<file path="src/rtl/synaptic_update_ctrl.sv">
// Learning-phase sequencer for the synaptic/gradient SRAM banks: sweeps every synaptic word
// with a read, calc (TREF) and write-back step, and drives the core's CTRL_* port.
module synaptic_update_ctrl #(
    parameter int unsigned INPUT_NEURON         = 784,
    parameter int unsigned OUTPUT_NEURON        = 256,
    parameter int unsigned POST_NEUR_PARALLEL   = 4,
    parameter int unsigned PRE_NEUR_ADDR_WIDTH  = 10,
    parameter int unsigned POST_NEUR_ADDR_WIDTH = 10,
    parameter int unsigned SYN_ARRAY_ADDR_WIDTH = 16
) (
    input  logic                            CLK,
    input  logic                            RST,
    input  logic                            START,
    input  logic                            UPDATE_MODE,
    output logic                            BUSY,
    output logic                            DONE,
    output logic                            CTRL_SYNARRAY_CS,
    output logic                            CTRL_SYNARRAY_WE,
    output logic [SYN_ARRAY_ADDR_WIDTH-1:0] CTRL_SYNARRAY_ADDR,
    output logic                            CTRL_GRAD_ARRAY_CS,
    output logic                            CTRL_GRAD_ARRAY_WE,
    output logic [PRE_NEUR_ADDR_WIDTH-1:0]  CTRL_PRE_NEURON_ADDRESS,
    output logic [POST_NEUR_ADDR_WIDTH-1:0] CTRL_POST_NEURON_ADDRESS,
    output logic                            CTRL_TREF_EVENT
);

    localparam int unsigned WPP     = OUTPUT_NEURON / POST_NEUR_PARALLEL;
    localparam int unsigned N_WORDS = INPUT_NEURON * WPP;

    localparam logic [SYN_ARRAY_ADDR_WIDTH-1:0] LAST_ADDR =
        SYN_ARRAY_ADDR_WIDTH'(N_WORDS - 1);
    localparam logic [POST_NEUR_ADDR_WIDTH-1:0] POST_LAST =
        POST_NEUR_ADDR_WIDTH'(OUTPUT_NEURON - POST_NEUR_PARALLEL);
    localparam logic [POST_NEUR_ADDR_WIDTH-1:0] POST_STEP =
        POST_NEUR_ADDR_WIDTH'(POST_NEUR_PARALLEL);

    typedef enum logic [2:0] {StIdle, StRead, StCalc, StWrite, StDone} state_e;

    state_e state_q;
    logic   mode_q;

    // Outputs are set on the edge that enters each state, so every port is a flop.
    always_ff @(posedge CLK or posedge RST) begin
        if (RST) begin
            state_q                  <= StIdle;
            mode_q                   <= 1'b0;
            BUSY                     <= 1'b0;
            DONE                     <= 1'b0;
            CTRL_SYNARRAY_CS         <= 1'b0;
            CTRL_SYNARRAY_WE         <= 1'b0;
            CTRL_SYNARRAY_ADDR       <= '0;
            CTRL_GRAD_ARRAY_CS       <= 1'b0;
            CTRL_GRAD_ARRAY_WE       <= 1'b0;
            CTRL_PRE_NEURON_ADDRESS  <= '0;
            CTRL_POST_NEURON_ADDRESS <= '0;
            CTRL_TREF_EVENT          <= 1'b0;
        end else begin
            case (state_q)
                StIdle: begin
                    if (START) begin
                        state_q                  <= StRead;
                        mode_q                   <= UPDATE_MODE;
                        BUSY                     <= 1'b1;
                        CTRL_SYNARRAY_CS         <= 1'b1;
                        CTRL_GRAD_ARRAY_CS       <= 1'b1;
                        CTRL_SYNARRAY_ADDR       <= '0;
                        CTRL_PRE_NEURON_ADDRESS  <= '0;
                        CTRL_POST_NEURON_ADDRESS <= '0;
                    end
                end
                StRead: begin
                    state_q            <= StCalc;
                    CTRL_SYNARRAY_CS   <= 1'b0;
                    CTRL_GRAD_ARRAY_CS <= 1'b0;
                    CTRL_TREF_EVENT    <= 1'b1;
                end
                StCalc: begin
                    state_q            <= StWrite;
                    CTRL_TREF_EVENT    <= 1'b0;
                    CTRL_SYNARRAY_CS   <= 1'b1;
                    CTRL_GRAD_ARRAY_CS <= 1'b1;
                    CTRL_GRAD_ARRAY_WE <= 1'b1;
                    CTRL_SYNARRAY_WE   <= mode_q;
                end
                StWrite: begin
                    CTRL_SYNARRAY_WE   <= 1'b0;
                    CTRL_GRAD_ARRAY_WE <= 1'b0;
                    if (CTRL_SYNARRAY_ADDR == LAST_ADDR) begin
                        state_q            <= StDone;
                        CTRL_SYNARRAY_CS   <= 1'b0;
                        CTRL_GRAD_ARRAY_CS <= 1'b0;
                        BUSY               <= 1'b0;
                        DONE               <= 1'b1;
                    end else begin
                        // CS stays high: the next READ follows the write back-to-back.
                        state_q            <= StRead;
                        CTRL_SYNARRAY_ADDR <= CTRL_SYNARRAY_ADDR + SYN_ARRAY_ADDR_WIDTH'(1);
                        if (CTRL_POST_NEURON_ADDRESS == POST_LAST) begin
                            CTRL_POST_NEURON_ADDRESS <= '0;
                            CTRL_PRE_NEURON_ADDRESS  <=
                                CTRL_PRE_NEURON_ADDRESS + PRE_NEUR_ADDR_WIDTH'(1);
                        end else begin
                            CTRL_POST_NEURON_ADDRESS <= CTRL_POST_NEURON_ADDRESS + POST_STEP;
                        end
                    end
                end
                StDone: begin
                    state_q <= StIdle;
                    DONE    <= 1'b0;
                end
                default: begin
                    state_q            <= StIdle;
                    BUSY               <= 1'b0;
                    DONE               <= 1'b0;
                    CTRL_SYNARRAY_CS   <= 1'b0;
                    CTRL_SYNARRAY_WE   <= 1'b0;
                    CTRL_GRAD_ARRAY_CS <= 1'b0;
                    CTRL_GRAD_ARRAY_WE <= 1'b0;
                    CTRL_TREF_EVENT    <= 1'b0;
                end
            endcase
        end
    end

endmodule

</file>
<file path="config.mk">
export PLATFORM = sky130hd
export DESIGN_NAME = synaptic_update_ctrl
export DESIGN_NICKNAME = d
export VERILOG_FILES = /design/src/rtl/synaptic_update_ctrl.sv
export SDC_FILE = /design/constraint.sdc
export NUM_CORES = 1
export LEC_CHECK = 0
export BUFFER_PORTS_ARGS = -buffer_cell sky130_fd_sc_hd__buf_2
export CORE_UTILIZATION = 40
export CTS_CLUSTER_SIZE = 8
export DETAILED_ROUTE_END_ITERATION = 8
export SLEW_MARGIN = 20
export SYNTH_ARGS = -nofsm -noshare
export SYNTH_HDL_FRONTEND = slang
export SYNTH_SLANG_ARGS = --single-unit
</file>
<file path="constraint.sdc">
create_clock -name CLK -period 2.1 [get_ports CLK]
set_input_delay 0 -clock CLK [delete_from_list [all_inputs] [get_ports CLK]]
set_output_delay 0 -clock CLK [all_outputs]
set_load 0.02 [all_outputs]
</file>
== Word-level counts from Yosys, hierarchy flattened ==
Index checks and enable logic that the tools add are counted.

* Eq/ne operators: 10
* Reduce and logical (&&, ||, !) cells: 12
* Muxes and demuxes: 22
* Add/subtract/negate cells: 3
* Bitwise gates (word level): 3

{| class="wikitable"
|+ Operator list
! kind !! count
|-
| 10-bit two-way mux || 5
|-
| 10-bit case mux with 2 select lines || 2
|-
| 16-bit two-way mux || 2
|-
| 16-bit case mux with 2 select lines || 1
|-
| 16-bit by 1-bit adder with 16-bit output (second input constant) || 1
|-
| 16-bit == test (second input constant) || 1
|-
| 3-bit case mux with 4 select lines || 1
|-
| 3-bit OR reduction || 4
|-
| 10-bit by 1-bit adder with 10-bit output (second input constant) || 1
|-
| 10-bit by 3-bit adder with 10-bit output (second input constant) || 1
|-
| 10-bit by 8-bit == test with 1-bit output (second input constant) || 1
|-
| 3-bit AND reduction || 3
|-
| 2-bit != test (second input constant) || 4
|-
| 1-bit case mux with 2 select lines || 4
|-
| 3-bit by 2-bit == test with 1-bit output (second input constant) || 2
|-
| 3-bit two-way mux || 2
|-
| 1-bit case mux with 4 select lines || 1
|-
| 2-bit AND reduction || 2
|-
| 4-bit AND reduction || 1
|-
| 3-bit by 1-bit == test with 1-bit output (second input constant) || 1
|-
| 3-bit == test (second input constant) || 1
|-
| 3-bit zero test || 1
|-
| 1-bit two-way mux || 3
|-
| 1-bit inverter || 3
|-
| other kinds (2) || 2
|}

* Bits in registers: 46
* Output and inout port bits: 43
* Word-level logic and storage cells: 61
* Bits of input ports: 4

== Logic depth before layout (Yosys ltp) ==
* Word-level depth: 4
* Depth in mapped cells: 8
* Depth with buffers taken out: 6

== Worst setup path before layout ==
No wires, ideal clock.

* Path type: reg2reg
* From: reg CTRL_SYNARRAY_ADDR[0]
* To: reg CTRL_SYNARRAY_ADDR[1]
* Clock period less this slack: 1.807 ns
* Path buffers: 1
* Setup time: 0.122 ns
* Cell stages (with the launch flop): 7
* Required time: 1.978 ns
* Arrival: 1.686 ns
* Slack: 0.293 ns
* Path through: dfrtp_1 > ha_1 > and4_1 > nand4_2 > buf_6 > and2_1 > a32o_1

* Cells in the longest elaborated chain, start to end: 3
* Elaborated cells on any way between the ends: 6
* Classes of those cells: add/sub: 1; eq/ne: 2; mux: 2; reduce/logical: 1

{| class="wikitable"
|+ Ends and longest elaborated chain
! element !! RTL line !! RTL
|-
| start, declared || 19 || <nowiki>output logic [SYN_ARRAY_ADDR_WIDTH-1:0] CTRL_SYNARRAY_ADDR,</nowiki>
|-
| start signal, assigned || 97 || <nowiki>CTRL_SYNARRAY_ADDR <= CTRL_SYNARRAY_ADDR + SYN_ARRAY_ADDR_WIDTH'(1);</nowiki>
|-
| 16-bit by 1-bit adder with 16-bit output or 16-bit == test (tied branches) || 97, 88 ||
|-
| 16-bit two-way mux or 2-bit != test (tied branches) || -- ||
|-
| 16-bit case mux with 2 select lines or 3-bit AND reduction (tied branches) || -- ||
|}

Parallel ways exist; a longest one is shown, timed or not. The select of a mux whose other input is x is not followed.
A chain may end at the register's enable or synchronous reset.

== Final worst setup path ==
* From: reg CTRL_SYNARRAY_ADDR[1]
* To: reg CTRL_POST_NEURON_ADDRESS[3]

* Cells in the longest elaborated chain, start to end: 3

{| class="wikitable"
|+ Ends and longest elaborated chain
! element !! RTL line !! RTL
|-
| 16-bit == test || 88 || <nowiki>if (CTRL_SYNARRAY_ADDR == LAST_ADDR) begin</nowiki>
|-
| 2-bit != test (no source line) || -- ||
|-
| 3-bit AND reduction (no source line) || -- ||
|-
| end signal, assigned || 103 || <nowiki>CTRL_POST_NEURON_ADDRESS <= CTRL_POST_NEURON_ADDRESS + POST_STEP;</nowiki>
|-
| end, declared || 23 || <nowiki>output logic [POST_NEUR_ADDR_WIDTH-1:0] CTRL_POST_NEURON_ADDRESS,</nowiki>
|}

No other way between the ends.

==> metrics.md <==
| Metric | Value |
|---|---|
| Outcome | completed |
| Total track usage | 0.2027 |
| Crit path launch type | flip-flop |
| Power Dens Cells | 485.2 nW/um^2 |
| DR vias | 2271 |
| Die X-Extent | 80.66 um |
| Total clock sinks | 44 |
| Clock Skews | 0.005198 ns |
| Cell variety after synth | 50 |
| Crit-path max FO | 9 |
| Setup bufs post-CTS | 0 |
| Power Total | 1429 uW |
| Post-layout nets | 339 |
| Port bufs | 44 |
| Post-CTS Hold Fix Bufs | 2 |
| Internal Power | 1122 uW |
| Post-Syn Instances | 271 |
| Die area | 6506 um^2 |
| LEAKAGE | 0.001258 uW |
| Post_cts resized | 0 |
| Register Area | 1101 um^2 |
| CTS root buffer | clkbuf_8 |
| Setup violations, final | 0 |
| DIE HEIGHT | 80.66 um |
| Initial antenna violation count | 0 |
| Fillers | 606 |
| TritonRoute pass-1 iters | 4 |
| Synthesis-to-layout area growth | 19.01% |
| Maximum capacitance violations | 0 |
| Final ANT Viol Nets | 0 |
| Drc violations | 0 |
| Critical Path Slowest Stage Cell | o41ai_4 |
| Max Fclk | 523.6 MHz |
| Post-synth EDFFs | 0 |
| Vias per inst | 5.580 |
| Hold Path Depth | 3 |
| CP peak stage delay | 0.52 ns |
| Core area | 5956 um^2 |
| Worst Setup Path Type | reg -> reg |
| Post-synth ARST share | 1.000 |
| Remaining global-route overflow | 0 |
| First-pass GRT wire length | 10030 um |
| CTS clock-pin slew for the worst setup and hold paths | 0.08 ns |
| Final core occ | 0.4945 |
| Non-Filler Instances | 407 |
| Req. time, crit path | 2.25 ns |
| Part of the power in registers | 0.592 |
| Worst hold path type | in -> reg |
| Total Neg Setup Slack | 0 ns |
| Detail Placement HPWL | 4360 um |
| Flop-to-flop setup slack | 0.19 ns |
| FF+latch count, synth | 44 |
| CTS Buf Count | 5 |
| Worst slew margin | 0.5980 |
| Final min period | 1.910 ns |
| Layout cells sized above 1 | 0.2530 |
| CTS tree | done |
| Most common cell in the netlist | dfrtp_1 |
| Clk pwr share | 0.387 |
| Largest net degree at the start of global routing | 27 |
| Multi-input gate area | 1236 um^2 |
| Final wirelength | 6072 um |
| Crit-path cells | ha_1, and4_1, buf_4, nand2_1, o41ai_4, o21ai_0 |
| Starting Density | 0.4155 |
| Setup slack after layout | 0.1902 ns |
| Placer Congestion | 0.8388 |
| Ys flop type | dfrtp_1 |
| Crit. End Element | flip-flop |
| I/O pin count | 47 |
| Comb power frac | 0.020 |
| Synth area leaders | dfrtp_1, o21ai_0, nand2_1, nand3_1, nor2_1 |
| Placed cells | 397 |
| Per-cell routed wire length | 14.92 um |
| Iter 0 DRT Violations | 138 |
| Worst skew pair latency | 0.30 ns |
| Share of the synthesized area in the top cell type | 0.4449 |
| Clock tree buffer depth | 2 |
| RSZ-0062 raised after global routing | no |
| Arrival time at the worst endpoint | 2.06 ns |
| DP Worst Slack | 0.2105 ns |
| Htree depth | 2 |
| Mean Syn Cell Area | 9.132 um^2 |
| Cell row count | 28 |
| Slew Viols, Final | 0 |
| Vias in the first global route | 2087 |
| Period utilization | 0.9094 |
| Psw | 306.9 uW |
| Fraction of the yosys area taken by sequential cells | 0.4449 |
| Cell taking the most area after synthesis | dfrtp_1 |
| Syn Std Cell Area | 2475 um^2 |
| Net Sw Frac | 0.2147 |
| Diodes inserted | 0 |
| Measured slew at the worst slew-check pin | 0.6009 ns |
| VDD IR max | 0.2490 mV |
| Fin. Hold Viols | 0 |
| Reg2Reg Depth | 6 |
| Synth top cells by count | dfrtp_1, o21ai_0, nand2_1 |
| Ys Warns | 0 |
==> cell usage in the layout, fill, tap and decap left out, drive strengths merged, types with 6 or more instances in the layout <==
cell type / n
inv: 6
clkbuf: 8
dfrtp: 44
nand3: 23
nand4: 8
o21ai: 41
o31ai: 8
a31oi: 6
a21oi: 12
buf: 65
nor2: 23
nand2: 33
==> routing by layer <==
layer | vias to the layer above | share of wire | global-route usage
met3 | 5 | 0.037 | 0.03977
met4 | 0 | 0.0081 | 0.06071
met2 | 49 | 0.46 | 0.3195
met1 | 1113 | 0.49 | 0.2787
li1 | 1104 | - | -
met5 | - | 0 | 0
==> area by class of cell <==
cell class	count	share of cell area
tap	75	0.03186
sequential	44	0.3738
multi-input combinational	206	0.4197
clock buffer	8	0.03059
timing repair buffer	67	0.1351
inverter	7	0.008921
==> worst paths after layout <==
path / startpoint / end
worst max-delay path: CTRL_SYNARRAY_ADDR[1] / CTRL_POST_NEURON_ADDRESS[3]
worst min-delay path: START / state_q[0]
worst max register to register: CTRL_SYNARRAY_ADDR[1] / CTRL_POST_NEURON_ADDRESS[3]
worst min register to register: CTRL_PRE_NEURON_ADDRESS[8] / CTRL_PRE_NEURON_ADDRESS[8]
max in group asynchronous: RST / CTRL_SYNARRAY_ADDR[4]
min in group asynchronous: RST / state_q[2]
==> stage by stage <==
| step | hold slack (ns) | instance area [um^2] |
|---|---|---|
| final | 0.06185 | 2945 |
| after detailed placement | 0.05607 | 2835 |
| after global placement | 0.04771 | 2835 |
| after global routing | 0.07851 | 2945 |
| after CTS | 0.04277 | 2945 |
| after floorplan | 0.1506 | 2479 |
==> power by group through the flow <==
stage	sequential (uW)	combinational [uW]	clock [uW]
2_1_floorplan	863	18.7	0
6_report	846	29.3	554
3_5_place_dp	863	28.5	0
5_1_grt	846	34.0	607
3_3_place_gp	863	28.3	0
4_1_cts	846	31.2	573
==> kinds of logic (layout without fill, tap and decap cells) <==
family | Yosys count | count (layout) | share of synthesized area
AO/OA/AOI/OAI | 80 | 80 | 0.2058
XOR/XNOR | 3 | 3 | 0.01062
adder cells (fa/ha/maj) | 4 | 4 | 0.02022
buffers and inverters | 22 | 82 | 0.05713
flip-flops | 44 | 44 | 0.4449
multiplexers | 1 | 1 | 0.004550
other | 1 | 2 | 0.001515
AND/OR/NAND/NOR | 116 | 116 | 0.2553
==> critical path, delay by kind of cell, from the launching register on <==
kind            cells  cell delay, ns
buf+inv             1            0.14
fa+ha+maj           1            0.20
compound gates      2            0.71
flops               1            0.35
simple gates        2            0.36
==> state kept, by name, summed over array words and instances (netlist names) <==
register	flops
BUSY	1
CTRL_GRAD_ARRAY_CS	1
CTRL_GRAD_ARRAY_WE	1
CTRL_POST_NEURON_ADDRESS	8
CTRL_PRE_NEURON_ADDRESS	10
CTRL_SYNARRAY_ADDR	16
CTRL_SYNARRAY_WE	1
CTRL_TREF_EVENT	1
DONE	1
mode_q	1
state_q	3
Power figures use the tool's default switching activity.
